[config.mk]
export PLATFORM = sky130hd
export DESIGN_NAME = seg_scan_ctrl
export DESIGN_NICKNAME = d
export VERILOG_FILES = /design/src/rtl/seg_scan_pkg.sv /design/src/rtl/segment_hex.sv /design/src/rtl/seg_scan_ctrl.sv
export SDC_FILE = /design/constraint.sdc
export NUM_CORES = 1
export LEC_CHECK = 0
export BUFFER_PORTS_ARGS = -buffer_cell sky130_fd_sc_hd__buf_2
export CAP_MARGIN = 15
export CELL_PAD_IN_SITES_DETAIL_PLACEMENT = 0
export CELL_PAD_IN_SITES_GLOBAL_PLACEMENT = 1
export CORE_MARGIN = 3
export CORE_UTILIZATION = 51
export CTS_CLUSTER_DIAMETER = 120
export DETAILED_ROUTE_END_ITERATION = 12
export HOLD_SLACK_MARGIN = 0.08
export PLACE_DENSITY_LB_ADDON = 0.05
export SYNTH_ARGS = -nofsm -noshare
export SYNTH_HDL_FRONTEND = slang
export SYNTH_SLANG_ARGS = --single-unit
[constraint.sdc]
create_clock -name clk -period 7.75 [get_ports clk]
set_input_delay 0.3875 -clock clk [delete_from_list [all_inputs] [get_ports clk]]
set_output_delay 0.3875 -clock clk [all_outputs]
set_load 0.05 [all_outputs]
[src/rtl/seg_scan_pkg.sv]
// rtl/seg_scan_pkg.sv - shared constants and state type for the seven-segment scan controller
package seg_scan_pkg;

  localparam logic [7:0] SEG_BLANK = 8'hFF;
  localparam logic [7:0] AN_OFF    = 8'hFF;

  typedef enum logic {
    BLANK = 1'b0,
    ON    = 1'b1
  } scan_state_e;

endpackage

[src/rtl/segment_hex.sv]
// rtl/segment_hex.sv - hex nibble to active-low seven-segment pattern {a..g,dp}
module segment_hex
  import seg_scan_pkg::*;
(
  input  logic [3:0] hex_i,
  input  logic       en_i,
  output logic [7:0] seg_o
);

  logic [7:0] pattern;

  // bit 7 = a ... bit 1 = g, bit 0 = dp; a 0 lights the segment
  always_comb begin
    pattern = SEG_BLANK;
    case (hex_i)
      4'h0: pattern = 8'h03;
      4'h1: pattern = 8'h9F;
      4'h2: pattern = 8'h25;
      4'h3: pattern = 8'h0D;
      4'h4: pattern = 8'h99;
      4'h5: pattern = 8'h49;
      4'h6: pattern = 8'h41;
      4'h7: pattern = 8'h1F;
      4'h8: pattern = 8'h01;
      4'h9: pattern = 8'h09;
      4'hA: pattern = 8'h11;
      4'hB: pattern = 8'hC1;
      4'hC: pattern = 8'h63;
      4'hD: pattern = 8'h85;
      4'hE: pattern = 8'h61;
      4'hF: pattern = 8'h71;
      default: pattern = SEG_BLANK;
    endcase
  end

  assign seg_o = en_i ? pattern : SEG_BLANK;

endmodule

[src/rtl/seg_scan_ctrl.sv]
// rtl/seg_scan_ctrl.sv - tear-free multiplexed scan of an 8-digit common-anode display
// with per-digit enable, programmable dwell and anti-ghosting blank interval.
module seg_scan_ctrl
  import seg_scan_pkg::*;
#(
  parameter int DIGITS    = 8,
  parameter int DIV_W     = 16,
  parameter int DIV       = 50000,
  parameter int BLANK_CYC = 1000
) (
  input  logic                  clk,
  input  logic                  rst_n,
  input  logic                  wr_en,
  input  logic [4*DIGITS-1:0]   wr_data,
  input  logic [DIGITS-1:0]     wr_mask,
  output logic [DIGITS-1:0]     an_n,
  output logic [7:0]            seg_out,
  output logic                  frame_done
);

  localparam int IDX_W = (DIGITS > 1) ? $clog2(DIGITS) : 1;
  localparam logic [IDX_W-1:0] LAST_DIGIT = IDX_W'(DIGITS - 1);
  localparam logic [DIV_W-1:0] ON_LAST    = DIV_W'(DIV - BLANK_CYC - 1);
  localparam logic [DIV_W-1:0] BLANK_LAST = DIV_W'((BLANK_CYC > 0) ? BLANK_CYC - 1 : 0);
  // With no blank interval every slot starts directly in ON.
  localparam scan_state_e SLOT_START = (BLANK_CYC > 0) ? BLANK : ON;

  scan_state_e            state_q, state_d;
  logic [DIV_W-1:0]       cnt_q, cnt_d;
  logic [IDX_W-1:0]       digit_q, digit_d;
  logic [4*DIGITS-1:0]    act_data_q, act_data_d;
  logic [DIGITS-1:0]      act_mask_q, act_mask_d;
  logic [4*DIGITS-1:0]    pend_data_q, pend_data_d;
  logic [DIGITS-1:0]      pend_mask_q, pend_mask_d;
  logic                   pend_valid_q, pend_valid_d;
  logic [DIGITS-1:0]      an_q, an_d;
  logic [7:0]             seg_q, seg_d;
  logic                   frame_done_q;

  logic       on_last;
  logic       boundary;
  logic [3:0] cur_nibble;
  logic       cur_en;
  logic [7:0] dec_seg;

  assign on_last  = (state_q == ON) && (cnt_q == ON_LAST);
  assign boundary = on_last && (digit_q == LAST_DIGIT);

  always_comb begin
    state_d = state_q;
    cnt_d   = cnt_q + 1'b1;
    digit_d = digit_q;
    case (state_q)
      BLANK: begin
        if (cnt_q == BLANK_LAST) begin
          state_d = ON;
          cnt_d   = '0;
        end
      end
      ON: begin
        if (on_last) begin
          state_d = SLOT_START;
          cnt_d   = '0;
          digit_d = (digit_q == LAST_DIGIT) ? '0 : digit_q + 1'b1;
        end
      end
      default: begin
        state_d = SLOT_START;
        cnt_d   = '0;
      end
    endcase
  end

  // A write landing on the boundary cycle goes straight to the active image so
  // the new frame shows it; otherwise it parks in pending until the next boundary.
  always_comb begin
    act_data_d   = act_data_q;
    act_mask_d   = act_mask_q;
    pend_data_d  = pend_data_q;
    pend_mask_d  = pend_mask_q;
    pend_valid_d = pend_valid_q;
    if (wr_en && boundary) begin
      act_data_d   = wr_data;
      act_mask_d   = wr_mask;
      pend_valid_d = 1'b0;
    end else if (wr_en) begin
      pend_data_d  = wr_data;
      pend_mask_d  = wr_mask;
      pend_valid_d = 1'b1;
    end else if (boundary && pend_valid_q) begin
      act_data_d   = pend_data_q;
      act_mask_d   = pend_mask_q;
      pend_valid_d = 1'b0;
    end
  end

  assign cur_nibble = act_data_q[{digit_q, 2'b00} +: 4];
  assign cur_en     = act_mask_q[digit_q];

  segment_hex u_segment_hex (
    .hex_i (cur_nibble),
    .en_i  (cur_en),
    .seg_o (dec_seg)
  );

  always_comb begin
    an_d  = '1;
    seg_d = SEG_BLANK;
    if ((state_q == ON) && cur_en) begin
      an_d  = ~(DIGITS'(1) << digit_q);
      seg_d = dec_seg;
    end
  end

  always_ff @(posedge clk or negedge rst_n) begin
    if (!rst_n) begin
      state_q      <= SLOT_START;
      cnt_q        <= '0;
      digit_q      <= '0;
      act_data_q   <= '0;
      act_mask_q   <= '0;
      pend_data_q  <= '0;
      pend_mask_q  <= '0;
      pend_valid_q <= 1'b0;
      an_q         <= '1;
      seg_q        <= SEG_BLANK;
      frame_done_q <= 1'b0;
    end else begin
      state_q      <= state_d;
      cnt_q        <= cnt_d;
      digit_q      <= digit_d;
      act_data_q   <= act_data_d;
      act_mask_q   <= act_mask_d;
      pend_data_q  <= pend_data_d;
      pend_mask_q  <= pend_mask_d;
      pend_valid_q <= pend_valid_d;
      an_q         <= an_d;
      seg_q        <= seg_d;
      frame_done_q <= boundary;
    end
  end

  assign an_n       = an_q;
  assign seg_out    = seg_q;
  assign frame_done = frame_done_q;

endmodule

======== After elaboration in Yosys (flattened, before gate mapping) ========
Memories as Yosys holds them, arrays and structs flattened.
Index checks and enable logic that the tools add are counted.
word-level totals
  register bits after elaboration ......... 118
  logic and storage cells ................. 55
  memories kept ........................... 1
  memory bits (read-only) ................. 112
memories
  name             words  bits a word  rd ports  clocked after Yosys merged registers in  write ports  line               text
  (no name shown)  16     7            1         0                                        0            segment_hex.sv:15  case (hex_i)
operators by class
  $lt $le $gt $ge ......................... 1
  bitwise operators ....................... 3
  multiplexer cells ....................... 21
  shifts and indexed selects .............. 2
  eq/ne operators ......................... 4
  reduce and logical (&&, ||, !) cells .... 10
  add/sub/neg operators ................... 2
operators by type and width
  cell                   count
  $mux 32                3
  $mux 8                 6
  $mux 16                2
  $pmux 16 s2            1
  $shiftx 32x6->4        1
  $add 16x1->16 const B  1
  $eq 16x10->1 const B   1
  $eq 16x16->1 const B   1
  $not 8->8              1
  $shl 1x3->8 const A    1
  $mux 1                 6
  $reduce_and 2->1       3
  $logic_and 1x1->1      5
  $lt 3x4->1 const B     1
  $add 3x1->3 const B    1
  $bmux 1 s3             1
  $eq 3x3->1 const B     1
  $mux 3                 1
  $reduce_bool 3->1      1
  $ne 2x1->1 const B     1
  $not 1->1              2
  $pmux 1 s2             1
  $reduce_bool 2->1      1

======== Depth between registers and ports, before layout ========
  depth after elaboration ................. 7
  mapped depth ............................ 10

======== By module ========
From an unflattened synthesis, not the netlist that was laid out.
unflattened totals
  cell total of the unflattened synthesis .. 581
  area, all modules ....................... 6226.0 µm²
by module, submodules not included
  module         cells each  area each (µm²)  instances
  seg_scan_ctrl  542         5903.2           1
  segment_hex    39          322.8            1

======== Worst setup path after synthesis ========
No wires, ideal clock.
  path kind ............................... register -> register
  from .................................... reg digit_q[0]
  to ...................................... reg seg_q[4] (netlist: seg_out[4])
  data required time ...................... 7.671 ns
  setup slack ............................. 5.319 ns
  stages on the path, launching flop included .. 10
  data arrival time ....................... 2.352 ns
  path buffers ............................ 2
  period minus slack after synthesis ...... 2.431 ns
  path through ............................ dfrtp_1 buf_2 buf_2 mux4_2 mux2_2 inv_1 ha_1 nor3_1 a211oi_1 o21ai_0
between the ends
  word-level cells in the longest chain between the ends .. 4
  elaborated cells on any way between the ends .. 7
  those cells by class .................... shift (1); mux (4); reduce/logical (1); memory (1)
RTL lines
  element                                               line                                      text
  start: declaration                                    seg_scan_ctrl.sv:30                       logic [IDX_W-1:0] digit_q, digit_d;
  start signal: assignment                              seg_scan_ctrl.sv:131                      digit_q <= digit_d;
  $shiftx 32x6->4 / $bmux 1 s3 (equally long branches)  seg_scan_ctrl.sv:97, seg_scan_ctrl.sv:98
  $mem_v2 16x7 / $mux 1 (equally long branches)         n/a
  $mux 8 / $logic_and 1x1->1 (equally long branches)    segment_hex.sv:36, seg_scan_ctrl.sv:109
  $mux 8 (*)                                            seg_scan_ctrl.sv:109                      if ((state_q == ON) && cur_en) begin
  via seg_d[4]                                          seg_scan_ctrl.sv:37                       logic [7:0] seg_q, seg_d;
  end signal: assignment                                seg_scan_ctrl.sv:138                      seg_q <= seg_d;
  end: declaration                                      seg_scan_ctrl.sv:37
The timed path passes the listed nets; every way through them passes the cells marked *. The select of a mux whose other input is x is not followed.
A chain may end at the register's enable or synchronous reset.

======== Worst setup path in the final report ========
  from .................................... reg digit_q[0]
  to ...................................... reg seg_q[7] (netlist: seg_out[7])
Same word-level chain as after synthesis.

==> out/results.ini <==
[status]
status = completed

[synthesis]
synth.distinct_cells = 41
syn_area_per_cell_um2 = 11.6
synth_top_cell_area_share = 0.468
syn_inst = 468
synth_area_um2 = 5450
synth_common_cells = dfrtp_1 (102), nand2_1 (63), mux2_2 (44)
synth_nets = 524
synth_ff_type = dfrtp_1
synth_edf_count = 0
synth_most_common_cell = dfrtp_1
yosysSeqAreaShare = 0.541
yosysTopAreaCell = dfrtp_1
ys_ff_latch = 117
synthArstFlopShare = 1.00
ys_warn_count = 0
synthTopCellsByArea = dfrtp_1 (47%), mux2_2 (9.1%), dfstp_2 (7.2%), o22ai_1 (4.8%), nand2_1 (4.3%)

[clock_network]
clkSinkCount = 117
cts_buffer_depth = 2
cts_buffers = 17
cts_max_level = 4
tritoncts = done
clkLatencyLatePin_ns = 0.53
ctsHoldBuffers = 1
cts.clk_slew.worst_paths_ns = 0.06
cts-resized-gates = 0
post-cts-setup-buffers = 0
clock-root-buffer = clkbuf_8

[sta]
timing.slew.headroom = 0.230
hold_viol = 0
fmax_mhz = 313
finalSetupTns_ns = 0
rsz0062_at_grt = false
skew_ns = 0.00667
hold_slack_ns = 0.108
worst_pin_slew_ns = 1.15
finalCritPeriodShare = 0.413
min_period_ns = 3.20
setup_viol = 0
drv_slew = 0

[layout]
diodes = 0
nFillCells = 864
finalInstanceArea_um2 = 6330
multi_input_area_um2 = 2280
finalNonFillerCells = 666
finalNetCount = 575
drive_above_1_share = 0.357
area_growth_pct = 16.2
seqCellArea_um2 = 2950

[placed_design]
hpwlAfterDp_um = 7130
place_area_um2 = 5760
post-place-cells = 634
gp_congestion = 0.807
portBuffers = 58

[floorplan]
initial_core_util = 0.525
die-height_um = 109
coreArea_um2 = 10400
die_area_um2 = 12000
rows = 37
fp.dieW_um = 109
io_pins = 60

[global_route]
grt_pass1_wl_um = 18100
grt_usage = 0.200
first_global_vias = 3669
antenna_found_initial = 0
overflow = 0
grt_max_degree = 81

[setup_path]
critPathSlowestCell = dfrtp_1
cp.buffers_inverters = 0
arrival_ns = 3.62
critPathTopFamily = multiplexers
critPathMaxFanout = 17
worst_setup_path_end_kind = flip-flop
max_stage_delay_ns = 0.90
critical_path_class = flip-flop to flip-flop
crit_required_ns = 8.17
startpoint_type = flip-flop
crit_path_cell_trace = mux4_2 > mux2i_1 > o21ai_0 > a21oi_1 > o31ai_1

[power]
power.density_nw_per_um2 = 236
ir_drop_mv = 0.178
power_leakage_nw = 2.75

[detailed_routing]
wl_per_cell_um = 15.9
ant_nets = 0
postRouteWirelength_um = 10600
drt-vias-per-instance = 5.45
firstDrtPassIters = 4
drc = 0
vias = 3633
drt-initial-drc-count = 164

[min_path]
hold_path_class = input pin to flip-flop

[flow_run]
drv_cap = 0

[final timing paths]
path                                   startpoint                           to  slack (ns)  cells after the start
max                        digit_q[0]$_DFFE_PN0P_         seg_out[7]$_DFF_PN1_        4.55                      5
min                                   wr_data[12]  pend_data_q[12]$_DFFE_PN0P_        0.11                      2
max reg2reg                digit_q[0]$_DFFE_PN0P_         seg_out[7]$_DFF_PN1_        4.55                      5
min reg2reg                    cnt_q[0]$_DFF_PN0_           cnt_q[0]$_DFF_PN0_        0.46                      1
max in group asynchronous                   rst_n   act_data_q[18]$_DFFE_PN0P_        6.05                      3
min in group asynchronous                   rst_n          cnt_q[15]$_DFF_PN0_        0.38                      2
[report_power, final]
group          switching, mW  total, mW  internal [mW]  leakage, nW
clock network          0.262      0.730          0.468        0.263
logic                 0.0566      0.106         0.0495         1.05
registers             0.0159      0.660          0.644         1.44
[cells by family (layout without fill, tap and decap cells)]
| logic type | count (synthesis) | after routing | synth area share |
|---|---|---|---|
| and+or+nand+nor | 123 | 123 | 0.102 |
| other | 1 | 1 | 0.000688 |
| AOI/OAI and AO/OA | 99 | 99 | 0.125 |
| DFF | 117 | 117 | 0.541 |
| muxes | 58 | 58 | 0.135 |
| xor gates and xnor gates | 14 | 14 | 0.0225 |
| adders and majority gates | 13 | 13 | 0.0299 |
| buffers and inverters | 43 | 105 | 0.0436 |
[layout by cell type, fill, tap and decap left out, types with 3 or more instances in the layout]
master,instances
dfstp_2,15
mux4_2,8
o22ai_1,42
xor2_1,8
inv_1,11
clkbuf_8,3
clkbuf_16,16
mux2i_1,6
nand4_1,4
nand3_1,6
nor2b_1,3
buf_4,4
or3_1,4
mux2_2,44
o221ai_1,5
xnor2_1,6
nor4_1,4
nor3_1,8
o21ai_1,13
and3_1,3
a21oi_1,4
nand2_1,63
nor2_1,19
dfrtp_1,102
clkinvlp_4,3
o21ai_0,3
o21ai_2,27
ha_1,13
buf_2,57
[stage by stage]
stage | utilization | worst slack (ns) | total power [mW]
4_1_cts | 0.610 | 4.57 | 1.51
5_1_grt | 0.611 | 4.28 | 1.56
2_1_floorplan | - | 5.32 | 0.733
6_report | 0.611 | 4.55 | 1.50
3_3_place_gp | 0.555 | 4.75 | 0.772
3_5_place_dp | 0.555 | 4.57 | 0.777
[area by class of cell]
| type | count | share of cell area |
|---|---|---|
| Clock buffer | 21 | 0.0709 |
| Clock inverter | 9 | 0.0166 |
| Inverter | 12 | 0.00711 |
| Multi-Input combinational cell | 308 | 0.360 |
| Sequential cell | 117 | 0.465 |
| Tap cell | 136 | 0.0269 |
| Timing Repair Buffer | 63 | 0.0529 |
[flip-flops by register name, indices dropped and copies added, names as in the netlist]
name          count
an_n              8
pend_data_q      32
digit_q           3
pend_mask_q       8
cnt_q            16
state_q           1
act_mask_q        8
act_data_q       32
frame_done        1
pend_valid_q      1
seg_out           7
[layer usage]
metal  vias up  routed length [µm]  track usage
met5         -                   0            0
met3        18                 455       0.0705
li1       1783                   -            -
met4         0                 211       0.0775
met2        58                5120        0.314
met1      1774                4810        0.255
No activity file was read; power rests on OpenSTA's default activity.
